## config.mk

```make
export PLATFORM = sky130hd
export DESIGN_NAME = switch_debounce
export DESIGN_NICKNAME = d
export VERILOG_FILES = /design/src/rtl/switch_pkg.sv /design/src/rtl/switch_debounce_bit.sv /design/src/rtl/switch_debounce.sv
export SDC_FILE = /design/constraint.sdc
export NUM_CORES = 1
export LEC_CHECK = 0
export ABC_AREA = 1
export ABC_CLOCK_PERIOD_IN_PS = 1900
export BUFFER_PORTS_ARGS = -buffer_cell sky130_fd_sc_hd__buf_2
export CORE_ASPECT_RATIO = 1.4
export CORE_MARGIN = 1
export CORE_UTILIZATION = 55
export DETAILED_ROUTE_END_ITERATION = 8
export GPL_TIMING_DRIVEN = 0
export PLACE_DENSITY = 0.74
export SLEW_MARGIN = 15
export SYNTH_ARGS = -nofsm -noshare
export SYNTH_HDL_FRONTEND = slang
export SYNTH_SLANG_ARGS = --single-unit
```

## constraint.sdc

```tcl
create_clock -name clk -period 1.9 [get_ports clk]
set_clock_uncertainty 0.15 [all_clocks]
set_input_delay 0.19 -clock clk [delete_from_list [all_inputs] [get_ports clk]]
set_output_delay 0.19 -clock clk [all_outputs]
set_load 0.01 [all_outputs]
```

## src/rtl/switch_pkg.sv

```systemverilog
// Shared defaults and sizing helpers for the DIP-switch debounce block.
package switch_pkg;

  localparam int SW_WIDTH        = 16;
  localparam int SW_TICK_DIV     = 24000;
  localparam int SW_STABLE_TICKS = 10;

  // Bits needed to hold the values 0..n_values-1; never less than one bit.
  function automatic int cnt_width(input int n_values);
    return (n_values < 2) ? 1 : $clog2(n_values);
  endfunction

endpackage : switch_pkg

```

## src/rtl/switch_debounce_bit.sv

```systemverilog
// One switch bit: 2-FF synchronizer, stability counter, debounced level and
// registered rise/fall pulses. The shared tick comes from the top level.
module switch_debounce_bit
  import switch_pkg::*;
#(
  parameter int   STABLE_TICKS = SW_STABLE_TICKS,
  parameter logic RESET_BIT    = 1'b0
) (
  input  logic clk,
  input  logic rst_n,
  input  logic tick_i,
  input  logic raw_i,
  output logic stable_o,
  output logic rise_o,
  output logic fall_o,
  output logic event_d_o
);

  localparam int            CW   = cnt_width(STABLE_TICKS + 1);
  localparam logic [CW-1:0] LAST = CW'(STABLE_TICKS - 1);

  logic          meta_q, sync_q;
  logic          stable_q, stable_d;
  logic          rise_q, rise_d;
  logic          fall_q, fall_d;
  logic [CW-1:0] cnt_q, cnt_d;

  always_comb begin
    // NOTE: every output of this block gets a default first, so no path
    // leaves a signal unassigned and no latch is inferred.
    stable_d = stable_q;
    cnt_d    = cnt_q;
    rise_d   = 1'b0;
    fall_d   = 1'b0;
    // Agreement with the accepted level clears the window, tick or not.
    if (sync_q == stable_q) begin
      cnt_d = '0;
    end else if (tick_i) begin
      if (cnt_q == LAST) begin
        stable_d = sync_q;
        cnt_d    = '0;
        rise_d   = sync_q;
        fall_d   = ~sync_q;
      end else begin
        cnt_d = cnt_q + CW'(1);
      end
    end
  end

  always_ff @(posedge clk or negedge rst_n) begin
    if (!rst_n) begin
      meta_q   <= RESET_BIT;
      sync_q   <= RESET_BIT;
      stable_q <= RESET_BIT;
      cnt_q    <= '0;
      rise_q   <= 1'b0;
      fall_q   <= 1'b0;
    end else begin
      // NOTE: non-blocking assignments so every flop samples pre-edge values;
      // this is what makes meta_q -> sync_q a true two-stage synchronizer.
      meta_q   <= raw_i;
      sync_q   <= meta_q;
      stable_q <= stable_d;
      cnt_q    <= cnt_d;
      rise_q   <= rise_d;
      fall_q   <= fall_d;
    end
  end

  assign stable_o  = stable_q;
  assign rise_o    = rise_q;
  assign fall_o    = fall_q;
  assign event_d_o = rise_d | fall_d;

endmodule : switch_debounce_bit

```

## src/rtl/switch_debounce.sv

```systemverilog
// DIP-switch conditioner: shared tick prescaler, settle-window valid flag,
// WIDTH per-bit debouncers and the aggregate change pulse.
module switch_debounce
  import switch_pkg::*;
#(
  parameter int               WIDTH        = SW_WIDTH,
  parameter int               TICK_DIV     = SW_TICK_DIV,
  parameter int               STABLE_TICKS = SW_STABLE_TICKS,
  parameter logic [WIDTH-1:0] RESET_VAL    = '0
) (
  input  logic             clk,
  input  logic             rst_n,
  input  logic [WIDTH-1:0] switch,
  output logic [WIDTH-1:0] sw_stable,
  output logic [WIDTH-1:0] sw_rise,
  output logic [WIDTH-1:0] sw_fall,
  output logic             sw_changed,
  output logic             sw_valid
);

  localparam int            PW    = cnt_width(TICK_DIV);
  localparam logic [PW-1:0] PLAST = PW'(TICK_DIV - 1);
  localparam int            VW    = cnt_width(STABLE_TICKS + 1);
  localparam logic [VW-1:0] VLAST = VW'(STABLE_TICKS - 1);

  logic [PW-1:0]    presc_q, presc_d;
  logic [VW-1:0]    vcnt_q, vcnt_d;
  logic             valid_q, valid_d;
  logic             changed_q, changed_d;
  logic             tick;
  logic [WIDTH-1:0] event_d;

  always_comb begin
    tick      = (presc_q == PLAST);
    presc_d   = tick ? '0 : presc_q + PW'(1);
    vcnt_d    = vcnt_q;
    valid_d   = valid_q;
    changed_d = |event_d;
    // Once valid, the tick counter freezes; only reset clears the flag.
    if (tick && !valid_q) begin
      if (vcnt_q == VLAST) valid_d = 1'b1;
      else                 vcnt_d  = vcnt_q + VW'(1);
    end
  end

  always_ff @(posedge clk or negedge rst_n) begin
    if (!rst_n) begin
      presc_q   <= '0;
      vcnt_q    <= '0;
      valid_q   <= 1'b0;
      changed_q <= 1'b0;
    end else begin
      presc_q   <= presc_d;
      vcnt_q    <= vcnt_d;
      valid_q   <= valid_d;
      changed_q <= changed_d;
    end
  end

  for (genvar i = 0; i < WIDTH; i++) begin : g_bit
    switch_debounce_bit #(
      .STABLE_TICKS (STABLE_TICKS),
      .RESET_BIT    (RESET_VAL[i])
    ) u_bit (
      .clk       (clk),
      .rst_n     (rst_n),
      .tick_i    (tick),
      .raw_i     (switch[i]),
      .stable_o  (sw_stable[i]),
      .rise_o    (sw_rise[i]),
      .fall_o    (sw_fall[i]),
      .event_d_o (event_d[i])
    );
  end

  assign sw_changed = changed_q;
  assign sw_valid   = valid_q;

endmodule : switch_debounce

```

---- Yosys cells after proc, flatten, opt, wreduce, memory -nomap -nowiden ----
Cells that the tools add are included.
operators by class
  multiply operators ...................... 0
  muxes and demuxes ....................... 145
  order comparisons ....................... 0
  divide/modulo/power cells ............... 0
  equal/unequal tests ..................... 34
  bitwise logic cells ..................... 49
  reduce and logical (&&, ||, !) cells .... 37
  $add $sub $neg .......................... 18
  shift operators ......................... 0
operators with widths
  operator                                        number
  2-to-1 mux 4 bit                                48
  2-to-1 mux 1 bit                                96
  adder 4 x 1 -> 4 bit (second input constant)    17
  equality test 4 bit (second input constant)     17
  AND reduction 3 bit                             16
  inverter 1 bit                                  33
  nonzero test 2 bit                              16
  equality test 1 bit                             16
  OR 1 bit                                        16
  OR reduction 16 bit                             1
  adder 15 x 1 -> 15 bit (second input constant)  1
  equality test 15 bit (second input constant)    1
  2-to-1 mux 15 bit                               1
  AND reduction 2 bit                             2
  logical AND 1 bit                               1
  zero test 1 bit                                 1
word-level totals
  bits in latches ......................... 0
  bits in read-only memories .............. 0
  bits in registers ....................... 165
  RAM bits ................................ 0
  input bits .............................. 18
  word-level logic and storage cells ...... 383
  memories ................................ 0

---- Depth between registers and ports, before layout ----
  word-level depth ........................ 6
  mapped depth ............................ 11

---- Cells and area by module ----
From an unflattened synthesis, not the netlist that was laid out.
unflattened totals
  cell total of the unflattened synthesis .. 944
  area, all modules ....................... 7,981.4 um2
modules (own cells, without submodules)
  module                                    sequential area each (um2)  area an instance (um2)  cells an instance  times used
  switch_debounce_bit (g_bit[0].u_bit ...)  225.2                       420.4                   48                 13
  switch_debounce_bit (g_bit[7].u_bit ...)  225.2                       455.4                   57                 3
  switch_debounce                           525.5                       1,149.9                 149                1

---- Worst setup path after synthesis ----
No wires, ideal clock.
  path type ............................... reg2reg
  start ................................... reg presc_q[0]
  end ..................................... reg g_bit[4].u_bit.cnt_q[3]
  path slack .............................. 167 ps
  clock period less this slack ............ 1,733 ps
  arrival ................................. 1,487 ps
  data required time ...................... 1,655 ps
  stages on the path, launching flop included .. 10
  path buffers ............................ 1
  path through ............................ dfrtp_1 ha_1 nand3_4 nor2_8 nand2_4 inv_6 buf_6 a21oi_1 nand2_1 o31ai_1
on the way
  word-level cells in the longest chain between the ends .. 2
RTL lines
  item                                 RTL line                   source
  start, declared                      switch_debounce.sv:26      logic [PW-1:0] presc_q, presc_d;
  start signal, assigned               switch_debounce.sv:53      presc_q <= presc_d;
  equality test 15 bit                 switch_debounce.sv:34      tick = (presc_q == PLAST);
  nonzero test 2 bit (no source line)  n/a
  end signal, assigned                 switch_debounce_bit.sv:64  cnt_q <= cnt_d;
  end, declared                        switch_debounce_bit.sv:26  logic [CW-1:0] cnt_q, cnt_d;
No other way between the ends.
A chain may end at the register's enable or synchronous reset.

---- Worst setup path in the final report ----
  start ................................... reg presc_q[1]
  end ..................................... reg g_bit[10].u_bit.cnt_q[0]
on the way
  word-level cells in the longest chain between the ends .. 2
RTL lines
  item                                 RTL line
  equality test 15 bit                 switch_debounce.sv:34
  nonzero test 2 bit (no source line)  n/a
  end signal, assigned                 switch_debounce_bit.sv:64
  end, declared                        switch_debounce_bit.sv:26
No other way between the ends.

==> flow_metrics.env <==
export IMPL_status="completed"
export IMPL_syn_to_final_growth_pct=20.0
export IMPL_fp_dieH_um=143
export IMPL_p_int_uw=5460
export IMPL_seq_area_frac_synth_pct=53.2
export IMPL_yosysWarnings=0
export IMPL_hold_class="reg -> reg"
export IMPL_p_switching_uw=1590
export IMPL_worst_ep_required_time_ns=2.06
export IMPL_synthMuxAreaShare_pct=0.129
export IMPL_post_place_cells=1061
export IMPL_htree_levels=4
export IMPL_first_iter_violations=227
export IMPL_grt_pass1_vias=5409
export IMPL_row_count=51
export IMPL_die_w_um=102
export IMPL_hold_viol_final=0
export IMPL_first_pass_iters=4
export IMPL_clk_pin_slew_worst_paths_ns=0.06
export IMPL_p_sw_share_pct=22.6
export IMPL_cts_sinks=165
export IMPL_synth_avg_cell_area_sq_um=9.60
export IMPL_period_share_pct=98.9
export IMPL_worst_hold_slack_ns=0.197
export IMPL_dp_hpwl_um=10000
export IMPL_pwr_share_clk_pct=46.7
export IMPL_cts_buffer_depth=2
export IMPL_final_fill_count=1077
export IMPL_portBuffers=67
export IMPL_cpLargestDelayFamily="simple AND/OR/NAND/NOR gates"
export IMPL_core_area_sq_um=13800
export IMPL_worst_pin_slew_ns=0.685
export IMPL_synthAdderAreaFrac_pct=5.65
export IMPL_dpl_worst_slack_ns=-0.217
export IMPL_period_needed_ns=1.88
export IMPL_finalMaxSlewViolations=0
export IMPL_drt_wl_total_um=15000
export IMPL_max_freq_mhz=532
export IMPL_cts_tree="built"
export IMPL_worstPathArrival_ns=2.04
export IMPL_drive_gt1_share_pct=23.1
export IMPL_place_area_sq_um=8360
export IMPL_ios=68
export IMPL_crit_buf_inv=2
export IMPL_pwr_share_comb_pct=2.8
export IMPL_synth_area_leader_cell="dfrtp_1"
export IMPL_synthFlopType="dfrtp_1"
export IMPL_grt_pass1_wl_um=24700
export IMPL_setup_viol=0
export IMPL_grt_remaining_overflow=0
export IMPL_nets=975
export IMPL_synthSimpleGateAreaFrac_pct=20.2
export IMPL_cp_end_kind="flip-flop"
export IMPL_crit_path_max_fanout=10
export IMPL_synth_top_cell_area_share_pct=53.2
export IMPL_final_core_util_pct=67.2
export IMPL_track_usage_pct=22.4
export IMPL_synth_compound_area_share_pct=7.65
export IMPL_synth_area_top_cells="dfrtp_1, nand2_1, ha_1"
export IMPL_globalplace_congestion=0.852
export IMPL_worstSetupPathType="reg -> reg"
export IMPL_ys_ff_latch=165
export IMPL_startpoint_type="flip-flop"
export IMPL_relSlewSlack_pct=54.3
export IMPL_fin_area_sq_um=9310
export IMPL_antenna_found_initial=0
export IMPL_clock_latency_ns=0.43
export IMPL_slowest_delay_ns=0.43
export IMPL_pwr_share_seq_pct=50.5
export IMPL_synth_edf_count=0
export IMPL_synth_cell_types=38
export IMPL_die_area_sq_um=14600
export IMPL_grt_max_degree=96
export IMPL_instances_no_fill=1120
export IMPL_synth_area_sq_um=7760
export IMPL_crit_path_top_delay_cell="dfrtp_1"
export IMPL_vias=5586
export IMPL_cts_buffers_inserted=17
export IMPL_yosysMostFrequentCell="nand2_1"
export IMPL_synthTopCellsByCount="nand2_1, dfrtp_1, inv_1"
export IMPL_leakagePower_uw=0.00471
export IMPL_synth_top_family_by_area="simple AND/OR/NAND/NOR gates"
export IMPL_wl_per_cell_um=13.4
export IMPL_drc=0
export IMPL_cts_root_buf="clkbuf_16"
export IMPL_antennaDiodeCount=0
export IMPL_power_density_nw_per_um2=757
export IMPL_syn_nets=861
export IMPL_vias_per_cell=4.99
export IMPL_max_cap_violations=0
export IMPL_ys_async_sr_fraction_pct=100
export IMPL_vdd_drop_max_mv=0.521
export IMPL_layout_setup_ws_ns=0.0218
export IMPL_synthCells=808
export IMPL_synth_xor_area_share_pct=3.95
export IMPL_rsz0062_at_grt="yes"
export IMPL_ant_nets=0
export IMPL_initial_core_util_pct=56.0
export IMPL_crit_chain="ha_4, nand3_4, nor2_8, nand2_4, inv_8, buf_8, a21oi_1, nand2_1, o21ai_1"
==> through the flow <==
stage	setup TNS, ns	total power (uW)
finish	0	7050
detailed placement	-9.66	3790
CTS	0	7100
global placement	-339.66	3780
global route	-0.891	7290
floorplan	0	3680
==> cells by family (layout without fill, tap and decap cells) <==
logic type | Yosys count | count (layout)
AO/OA/AOI/OAI | 111 | 111
XOR/XNOR | 35 | 35
adder cells (fa/ha/maj) | 35 | 35
buffers and inverters | 129 | 256
flip-flops | 165 | 165
multiplexers | 1 | 1
AND/OR/NAND/NOR | 332 | 332
==> registers in the layout, summed over array words and instances, names as in the netlist <==
| signal | flops |
|---|---|
| g_bit.u_bit.sync_q | 16 |
| g_bit.u_bit.stable_o | 16 |
| g_bit.u_bit.fall_o | 16 |
| g_bit.u_bit.meta_q | 16 |
| g_bit.u_bit.cnt_q | 64 |
| sw_changed | 1 |
| vcnt_q | 4 |
| presc_q | 15 |
| g_bit.u_bit.rise_o | 16 |
| sw_valid | 1 |
==> power groups by stage <==
stage / combinational, uW / clock [uW] / sequential (uW)
finish: 197 / 3290 / 3560
global route: 227 / 3500 / 3560
CTS: 198 / 3350 / 3560
detailed placement: 169 / 0 / 3630
global placement: 160 / 0 / 3620
floorplan: 60.2 / 0 / 3620
==> final cells by class <==
class | instances | area [sq um] | share of cell area (%)
Sequential cell | 165 | 4130 | 44.4
Multi-Input combinational cell | 514 | 2990 | 32.2
Timing Repair Buffer | 95 | 631 | 6.78
Buffer | 56 | 469 | 5.04
Clock buffer | 18 | 439 | 4.72
Inverter | 73 | 282 | 3.03
Tap cell | 185 | 231 | 2.49
Clock inverter | 14 | 129 | 1.38
==> metal layers <==
| layer | wire length, um | GRT usage, % | up-vias |
|---|---|---|---|
| met2 | 7680 | 37.9 | 94 |
| met1 | 6640 | 27.5 | 2665 |
| met5 | 0 | 0 | - |
| met3 | 421 | 4.52 | 17 |
| li1 | - | - | 2810 |
| met4 | 252 | 9.85 | 0 |
==> layout by cell type, fill, tap and decap left out, types with 3 or more instances in the layout <==
cell	Yosys	layout
nand2_1	176	174
dfrtp_1	165	164
inv_1	69	69
buf_2	2	67
o21ai_1	64	64
nor2_1	67	63
buf_4	50	57
ha_1	35	34
nand3_1	33	32
nand4_1	22	22
xor2_1	21	21
clkbuf_16	0	17
dlygate4sd3_1	0	17
xnor2_1	14	14
o21ai_0	12	12
a21oi_2	0	11
a21oi_1	21	10
or2_2	8	8
nand3b_4	6	6
clkinvlp_4	0	6
nor3_1	4	4
nor2_2	0	4
o31ai_1	4	4
inv_2	3	3
nand2_2	1	3
buf_6	3	3
buf_8	1	3
buf_12	0	3
o22ai_1	3	3
nand3b_1	3	3
o21ai_2	3	3
inv_6	1	3
==> timing repair <==
item,in CTS,in global routing
hold buffers,17,0
hold endpoints to repair,110,0
endpoints found under the setup margin,113,82
setup buffers,5,5
pin swaps,4,7
gates resized for setup,8,24
==> worst paths after layout <==
| check | from | end | cells after the start | slack [ns] |
|---|---|---|---|---|
| min in group asynchronous | rst_n | g_bit[13].u_bit.sync_q | 2 | 0.22 |
| setup reg to reg | presc_q[1] | g_bit[10].u_bit.cnt_q[0] | 9 | 0.02 |
| setup / recovery | presc_q[1] | g_bit[10].u_bit.cnt_q[0] | 9 | 0.02 |
| hold / removal | g_bit[10].u_bit.meta_q | g_bit[10].u_bit.sync_q | 0 | 0.20 |
| max in group asynchronous | rst_n | g_bit[2].u_bit.cnt_q[1] | 3 | 0.59 |
| hold reg to reg | g_bit[10].u_bit.meta_q | g_bit[10].u_bit.sync_q | 0 | 0.20 |
(Power assumes the default switching activity.)
